===== config.mk =====
export PLATFORM = sky130hd
export DESIGN_NAME = uart_rx_fifo
export DESIGN_NICKNAME = d
export VERILOG_FILES = /design/src/rtl/uart_rx_fifo.sv
export SDC_FILE = /design/constraint.sdc
export NUM_CORES = 1
export LEC_CHECK = 0
export CORE_UTILIZATION = 59
export CTS_BUF_LIST = sky130_fd_sc_hd__clkbuf_8
export DETAILED_ROUTE_END_ITERATION = 7
export DONT_BUFFER_PORTS = 1
export PLACE_DENSITY = 0.78
export RECOVER_POWER = 25
export SYNTH_ARGS = -nofsm -noshare
export SYNTH_HDL_FRONTEND = slang
export SYNTH_SLANG_ARGS = --single-unit

===== constraint.sdc =====
create_clock -name i_clk -period 3.3 [get_ports i_clk]
set_clock_uncertainty 0.05 [all_clocks]
set_input_delay 0.33 -clock i_clk [delete_from_list [all_inputs] [get_ports i_clk]]
set_output_delay 0.33 -clock i_clk [all_outputs]
set_load 0.02 [all_outputs]

===== src/rtl/uart_rx_fifo.sv =====
// UART receiver with oversampled 3-sample majority voting, parity/framing/break detection
// and a first-word-fall-through receive FIFO drained through a valid/ready port.
module uart_rx_fifo #(
   parameter int OVERSAMPLE = 16,
   parameter int FIFO_DEPTH = 8
) (
   input  logic                          i_clk,
   input  logic                          i_rst,
   input  logic                          i_ce,
   input  logic [1:0]                    i_length,
   input  logic                          i_stop2,
   input  logic                          i_parity,
   input  logic                          i_odd,
   input  logic                          i_rx,
   output logic [8:0]                    o_data,
   output logic                          o_data_perr,
   output logic                          o_data_ferr,
   output logic                          o_valid,
   input  logic                          i_ready,
   output logic [$clog2(FIFO_DEPTH):0]   o_level,
   output logic                          o_overrun_err,
   output logic                          o_parity_err,
   output logic                          o_frame_err,
   output logic                          o_break,
   input  logic                          i_clr_err
);

   localparam int TW = $clog2(OVERSAMPLE);
   localparam int AW = $clog2(FIFO_DEPTH);
   localparam logic [TW-1:0] T_PRE  = TW'(OVERSAMPLE / 2 - 1);
   localparam logic [TW-1:0] T_MID  = TW'(OVERSAMPLE / 2);
   localparam logic [TW-1:0] T_SAMP = TW'(OVERSAMPLE / 2 + 1);
   localparam logic [TW-1:0] T_LAST = TW'(OVERSAMPLE - 1);
   localparam logic [AW:0]   L_FULL = (AW + 1)'(FIFO_DEPTH);

   typedef enum logic [2:0] {
      S_IDLE, S_START, S_DATA, S_PARITY, S_STOP, S_BRKWAIT
   } state_t;

   state_t          r_state;
   state_t          w_state_next;

   logic            r_rx_meta;
   logic            r_rx_s;
   logic [TW-1:0]   r_tcnt;
   logic [3:0]      r_bcnt;
   logic            r_v0;
   logic            r_v1;
   logic [8:0]      r_data;
   logic            r_pbit;
   logic            r_perr;
   logic            r_ferr;
   logic [1:0]      r_len;
   logic            r_stop2;
   logic            r_par;
   logic            r_odd;

   logic            w_start;
   logic            w_samp;
   logic            w_end;
   logic            w_vote;
   logic [3:0]      w_nbits;
   logic            w_last_bit;
   logic            w_final_stop;
   logic            w_brk;
   logic            w_push;
   logic            w_set_brk;
   logic            w_word_perr;
   logic            w_word_ferr;

   always_ff @(posedge i_clk or posedge i_rst) begin
      if (i_rst) begin
         r_rx_meta <= 1'b1;
         r_rx_s    <= 1'b1;
      end else begin
         r_rx_meta <= i_rx;
         r_rx_s    <= r_rx_meta;
      end
   end

   assign w_start      = i_ce & ~r_rx_s;
   assign w_samp       = i_ce & (r_tcnt == T_SAMP);
   assign w_end        = i_ce & (r_tcnt == T_LAST);
   assign w_vote       = (r_v0 & r_v1) | (r_v0 & r_rx_s) | (r_v1 & r_rx_s);
   assign w_last_bit   = (r_bcnt == w_nbits - 4'd1);
   assign w_final_stop = ~r_stop2 | (r_bcnt == 4'd1);
   // Break: every bit of the frame up to and including the first stop bit was low.
   assign w_brk        = (r_data == 9'd0) & ~(r_par & r_pbit) & ~w_vote & (r_bcnt == 4'd0);

   always_comb begin
      case (r_len)
         2'd0:    w_nbits = 4'd8;
         2'd1:    w_nbits = 4'd9;
         2'd2:    w_nbits = 4'd7;
         default: w_nbits = 4'd6;
      endcase
   end

   always_ff @(posedge i_clk or posedge i_rst) begin
      if (i_rst) r_state <= S_IDLE;
      else       r_state <= w_state_next;
   end

   always_comb begin
      w_state_next = r_state;
      w_push       = 1'b0;
      w_set_brk    = 1'b0;
      w_word_perr  = r_perr;
      w_word_ferr  = r_ferr | ~w_vote;
      case (r_state)
         S_IDLE:   if (w_start) w_state_next = S_START;
         S_START: begin
            if (w_samp && w_vote) w_state_next = S_IDLE;
            else if (w_end)       w_state_next = S_DATA;
         end
         S_DATA:   if (w_end && w_last_bit) w_state_next = r_par ? S_PARITY : S_STOP;
         S_PARITY: if (w_end) w_state_next = S_STOP;
         S_STOP: begin
            if (w_samp) begin
               if (w_brk) begin
                  w_state_next = S_BRKWAIT;
                  w_set_brk    = 1'b1;
               end else if (w_final_stop) begin
                  w_state_next = S_IDLE;
                  w_push       = 1'b1;
               end
            end
         end
         S_BRKWAIT: if (i_ce && r_rx_s) w_state_next = S_IDLE;
         default:   w_state_next = S_IDLE;
      endcase
   end

   always_ff @(posedge i_clk or posedge i_rst) begin
      if (i_rst) begin
         r_tcnt  <= '0;
         r_bcnt  <= '0;
         r_v0    <= 1'b1;
         r_v1    <= 1'b1;
         r_data  <= '0;
         r_pbit  <= 1'b0;
         r_perr  <= 1'b0;
         r_ferr  <= 1'b0;
         r_len   <= '0;
         r_stop2 <= 1'b0;
         r_par   <= 1'b0;
         r_odd   <= 1'b0;
      end else begin
         if (i_ce && r_tcnt == T_PRE) r_v0 <= r_rx_s;
         if (i_ce && r_tcnt == T_MID) r_v1 <= r_rx_s;
         if (r_state == S_IDLE)  r_tcnt <= '0;
         else if (i_ce)          r_tcnt <= r_tcnt + 1'b1;
         case (r_state)
            S_IDLE: begin
               if (w_start) begin
                  r_len   <= i_length;
                  r_stop2 <= i_stop2;
                  r_par   <= i_parity;
                  r_odd   <= i_odd;
                  r_bcnt  <= '0;
                  r_data  <= '0;
                  r_pbit  <= 1'b0;
                  r_perr  <= 1'b0;
                  r_ferr  <= 1'b0;
               end
            end
            S_DATA: begin
               if (w_samp) r_data[r_bcnt] <= w_vote;
               if (w_end)  r_bcnt <= w_last_bit ? 4'd0 : r_bcnt + 4'd1;
            end
            S_PARITY: begin
               if (w_samp) begin
                  r_pbit <= w_vote;
                  r_perr <= (^{r_data, w_vote}) != r_odd;
               end
            end
            S_STOP: begin
               if (w_samp) r_ferr <= r_ferr | ~w_vote;
               if (w_end)  r_bcnt <= r_bcnt + 4'd1;
            end
            default: ;
         endcase
      end
   end

   logic [10:0]   r_mem [FIFO_DEPTH];
   logic [AW-1:0] r_wptr;
   logic [AW-1:0] r_rptr;
   logic [AW:0]   r_level;
   logic          w_full;
   logic          w_pop;
   logic          w_wr;
   logic          w_ovr;
   logic [10:0]   w_head;

   assign w_full = (r_level == L_FULL);
   assign w_pop  = o_valid & i_ready;
   // A full FIFO still accepts a word when the head is popped in the same cycle.
   assign w_wr   = w_push & (~w_full | w_pop);
   assign w_ovr  = w_push & w_full & ~w_pop;

   always_ff @(posedge i_clk) begin
      if (w_wr) r_mem[r_wptr] <= {w_word_ferr, w_word_perr, r_data};
   end

   always_ff @(posedge i_clk or posedge i_rst) begin
      if (i_rst) begin
         r_wptr  <= '0;
         r_rptr  <= '0;
         r_level <= '0;
      end else begin
         if (w_wr)  r_wptr <= r_wptr + 1'b1;
         if (w_pop) r_rptr <= r_rptr + 1'b1;
         case ({w_wr, w_pop})
            2'b10:   r_level <= r_level + 1'b1;
            2'b01:   r_level <= r_level - 1'b1;
            default: r_level <= r_level;
         endcase
      end
   end

   assign w_head      = r_mem[r_rptr];
   assign o_valid     = (r_level != '0);
   assign o_level     = r_level;
   assign o_data      = o_valid ? w_head[8:0] : 9'd0;
   assign o_data_perr = o_valid & w_head[9];
   assign o_data_ferr = o_valid & w_head[10];

   // Setting a flag takes priority over a clear in the same cycle.
   always_ff @(posedge i_clk or posedge i_rst) begin
      if (i_rst) begin
         o_overrun_err <= 1'b0;
         o_parity_err  <= 1'b0;
         o_frame_err   <= 1'b0;
         o_break       <= 1'b0;
      end else begin
         if (i_clr_err) begin
            o_overrun_err <= 1'b0;
            o_parity_err  <= 1'b0;
            o_frame_err   <= 1'b0;
            o_break       <= 1'b0;
         end
         if (w_ovr)                o_overrun_err <= 1'b1;
         if (w_push & w_word_perr) o_parity_err  <= 1'b1;
         if (w_push & w_word_ferr) o_frame_err   <= 1'b1;
         if (w_set_brk)            o_break       <= 1'b1;
      end
   end

endmodule


==> results of run 1 <==
==> layer usage <==
layer / vias to the layer above / track usage / part of all wire
li1: 1625 / - / -
met5: - / 0 / 0
met1: 1761 / 0.276 / 0.41
met4: 0 / 0.111 / 0.021
met2: 84 / 0.403 / 0.53
met3: 21 / 0.0516 / 0.039
==> cell usage after synthesis (6+ instances only) <==
cell,instances,area share
sky130_fd_sc_hd__xor2_1,9,0.013
sky130_fd_sc_hd__buf_2,7,0.0058
sky130_fd_sc_hd__edfxtp_1,88,0.43
sky130_fd_sc_hd__nor2b_1,6,0.0062
sky130_fd_sc_hd__o22ai_1,9,0.0093
sky130_fd_sc_hd__mux2i_1,15,0.025
sky130_fd_sc_hd__clkbuf_1,9,0.0056
sky130_fd_sc_hd__nor2_1,30,0.019
sky130_fd_sc_hd__mux4_2,22,0.081
sky130_fd_sc_hd__xnor2_1,17,0.024
sky130_fd_sc_hd__nand2_1,31,0.019
sky130_fd_sc_hd__a21oi_1,10,0.0082
sky130_fd_sc_hd__nor3_1,6,0.0049
sky130_fd_sc_hd__o21ai_0,9,0.0074
sky130_fd_sc_hd__ha_1,16,0.033
sky130_fd_sc_hd__dfrtp_1,42,0.17
sky130_fd_sc_hd__inv_1,19,0.012
==> stage by stage <==
stage | utilization | setup slack, ns | area, um2 | instances
2_1_floorplan | - | 0.0432 | 6090 | 424
3_3_place_gp | 0.638 | 0.562 | 6300 | 552
3_5_place_dp | 0.638 | 0.477 | 6300 | 552
4_1_cts | 0.687 | 0.403 | 6780 | 590
5_1_grt | 0.688 | 0.234 | 6790 | 591
6_report | 0.688 | 0.412 | 6790 | 591
==> path summary, 6_finish.rpt <==
| check | startpoint | to | slack (ns) |
|---|---|---|---|
| max | r_bcnt[1] | o_level[2] | 0.41 |
| min | i_ce | r_tcnt[1] | 0.02 |
| max reg2reg | r_bcnt[1] | o_level[2] | 0.41 |
| min reg2reg | r_rx_meta | r_rx_s | 0.31 |
| max in group asynchronous | i_rst | r_data[0] | 2.06 |
| min in group asynchronous | i_rst | r_tcnt[0] | 0.54 |
==> worst max-delay path, cell delays in order (launching register included) <==
cell	delay (ns)
sky130_fd_sc_hd__dfrtp_1	0.45
sky130_fd_sc_hd__inv_1	0.10
sky130_fd_sc_hd__ha_1	0.18
sky130_fd_sc_hd__or3b_1	0.39
sky130_fd_sc_hd__nand2_1	0.15
sky130_fd_sc_hd__o2111ai_1	0.21
sky130_fd_sc_hd__ha_1	0.31
sky130_fd_sc_hd__xor2_1	0.16
sky130_fd_sc_hd__ha_1	0.19
sky130_fd_sc_hd__a21oi_1	0.16
sky130_fd_sc_hd__xor2_1	0.20
sky130_fd_sc_hd__nor2_1	0.07
sky130_fd_sc_hd__xor2_1	0.14
==> timing repair <==
action,4_1_cts,5_1_grt
hold endpoints to repair,51,1
setup buffers,0,0
hold buffers,8,1
==> final cells by class <==
type | instances | share of cell area
Tap cell | 133 | 0.0245
Sequential cell | 134 | 0.560
Multi-Input combinational cell | 252 | 0.318
Timing Repair Buffer | 23 | 0.0288
Clock inverter | 13 | 0.0245
Clock buffer | 17 | 0.0345
Inverter | 19 | 0.0105
==> logic make-up after synthesis <==
| family | count (synthesis) | share of synthesized area |
|---|---|---|
| compound gates | 50 | 0.0543 |
| buf+inv | 38 | 0.0267 |
| flops | 134 | 0.624 |
| xor+xnor | 26 | 0.0374 |
| simple gates | 114 | 0.101 |
| mux | 45 | 0.122 |
| fa+ha+maj | 17 | 0.0347 |
==> sequential cells by signal, summed over array words and instances (netlist names) <==
register,flops
r_tcnt,4
o_break,1
r_rx_s,1
r_stop2,1
r_rptr,3
o_frame_err,1
r_perr,1
r_v1,1
r_rx_meta,1
r_bcnt,4
r_ferr,1
r_data,9
r_pbit,1
o_parity_err,1
r_len,2
o_level,4
r_mem,88
r_odd,1
o_overrun_err,1
r_par,1
r_wptr,3
r_state,3
r_v0,1
==> cells in the final DEF, fill, tap and decap left out, drive strengths merged, types with 3 or more instances in the layout <==
| cell | synthesis | final |
|---|---|---|
| mux4 | 22 | 22 |
| dfstp | 4 | 4 |
| o22ai | 9 | 9 |
| a21oi | 10 | 10 |
| nand2 | 31 | 31 |
| nor2b | 6 | 6 |
| nand2b | 3 | 3 |
| edfxtp | 88 | 88 |
| a22o | 3 | 3 |
| clkinv | 0 | 6 |
| nand3b | 3 | 3 |
| buf | 10 | 14 |
| mux2 | 8 | 8 |
| nor2 | 31 | 31 |
| dfrtp | 42 | 42 |
| mux2i | 15 | 15 |
| nand4b | 3 | 3 |
| nand3 | 5 | 5 |
| xnor2 | 17 | 17 |
| nor4 | 4 | 4 |
| dlygate4sd3 | 0 | 9 |
| xor2 | 9 | 9 |
| nor3 | 6 | 6 |
| clkbuf | 9 | 17 |
| o21ai | 9 | 9 |
| nor4b | 4 | 4 |
| ha | 16 | 16 |
| a21boi | 4 | 4 |
| bufinv | 0 | 4 |
| a211oi | 5 | 5 |
| inv | 19 | 21 |
==> power breakdown <==
group | switching [W] | internal [W]
combinational | 0.000806 | 0.000745
sequential | 0.000406 | 0.00201
clock | 0.000577 | 0.000800
total | 0.00179 | 0.00355
==> results.txt, run 1 <==
----------------------------------------------------
[Global routing]
  Global-route wire length before repair ... roughly 19,000 um
  GRT Overall Usage ... 0.233
  Initial antenna violation count ... 0
  Via count of the first global-routing pass ... 3,671
  Leftover overflow at the end of global routing ... 0
  Pin count of the biggest net entering global routing ... between 40 and 50

[Power]
  Tot Pwr ... about 0.0053 W
  Largest vdd supply drop ... 0.000448 V
  Power Density ... between 700 and 800 nW/um2
  Leak pwr ... 2.62 nW

[CTS]
  Root buffer cell ... sky130_fd_sc_hd__clkbuf_8
  Deepest level of the CTS H-tree ... 4
  TritonCTS buffer count ... 17
  Cts repair resizes ... 0
  Register clock-pin slew on the reported worst setup and hold paths ... 0.07 ns
  Later-pin clock latency in the skew report ... approximately 0.42 ns
  Sink Count ... about 130
  Number of buffers between clock root and the deepest sink ... 2
  CTS tree ... done

[Yosys]
  Syn Nets ... 451
  Fraction of registers with async set or reset after synthesis ... 0.343
  Number of flops mapped to enable cells by yosys ... 88
  Most used DFF post-synth ... sky130_fd_sc_hd__edfxtp_1
  Cell variety after synth ... 60
  Proportion of synthesized chip area in sequential cells ... 0.624
  Mapped Area ... 6090 um2
  Average cell area after synthesis ... roughly 14 um2
  Cell count after synthesis ... around 420
  Synthesized flop and latch total ... ~130
  Ys Warns ... 0

[Cells and area]
  Number of fill cells in the layout ... 680
  Synth-to-layout area growth ... 11.5%
  Total area of multi-input combinational cells ... around 2200 um2
  Storage element area ... 3800 um2
  Share of cells above drive strength 1 ... 0.190
  Nets@finish ... 474
  Diodes inserted ... 0

[STA]
  Setup TNS ... 0 ns
  Min Hold Slack ... 0.0233 ns
  Final cycle utilization of the critical path ... 0.875
  Achievable frequency ... approximately 350 MHz
  Post-route minimum period ... 2.89 ns
  Headroom to the max-slew limit ... 0.322
  Number of endpoints failing setup at the final stage ... 0
  Final number of max-transition violations ... 0
  Slew at the pin with the worst max-slew slack ... 1.02 ns
  Setup repair after global routing missed its margin ... no
  Final count of hold timing violations ... 0

[Floorplan]
  Starting density of the core ... 0.617
  Core box area ... 9860 um2
  Site Rows ... 36
  Number of primary I/O pins ... 31
  Die width ... around 100 um
  Die Outline Area ... 10,700 um2
  Floorplan die height ... 104 um

[Placed design]
  Count of input and output buffers ... 0
  Estimated wirelength of the detail-placed design ... between 7000 and 8000 um
  Routability congestion estimate ... 0.898

[Route]
  Total detailed-routing wirelength ... 11,400 um
  Wire length per cell after detailed routing ... 19.3 um
  Avg Vias per Cell ... 5.91
  First-pass iteration count of the detailed router ... 4
  Detailed router's first-iteration violation count ... 173
  Vias ... approximately 3,500
  Detail Route Antenna Nets ... 0
  Post-detailed-route DRC marker count ... 0

[Worst setup path]
  Top fanout value on the critical path ... 6
  Worst Path Arrival ... 3.14 ns
  Sort of element at the end of the critical path ... flip-flop
  R2R cell count ... 12
  Critical Path Source Type ... flip-flop
  Critical Setup Path Class ... flip-flop to flip-flop
  Worst endpoint required time ... 3.55 ns

[Flow run]
  Max capacitance violation total ... 0

[Min path]
  Cells on Worst Hold Path ... 2
  Worst Hold Class ... input port to flip-flop

[Status]
  Status ... complete, no violations

----------------------------------------------------
No activity file was read; power rests on OpenSTA's default activity.
==> run 2, diff against run 1 <==
--- a/config.mk
+++ b/config.mk
@@ -9,6 +9,7 @@
 export CTS_BUF_LIST = sky130_fd_sc_hd__clkbuf_8
 export DETAILED_ROUTE_END_ITERATION = 7
 export DONT_BUFFER_PORTS = 1
+export GPL_TIMING_DRIVEN = 1
 export PLACE_DENSITY = 0.78
 export RECOVER_POWER = 25
 export SYNTH_ARGS = -nofsm -noshare
==> results of run 2 <==
The final DEF is identical to that of run 1; final timing and power are the same.
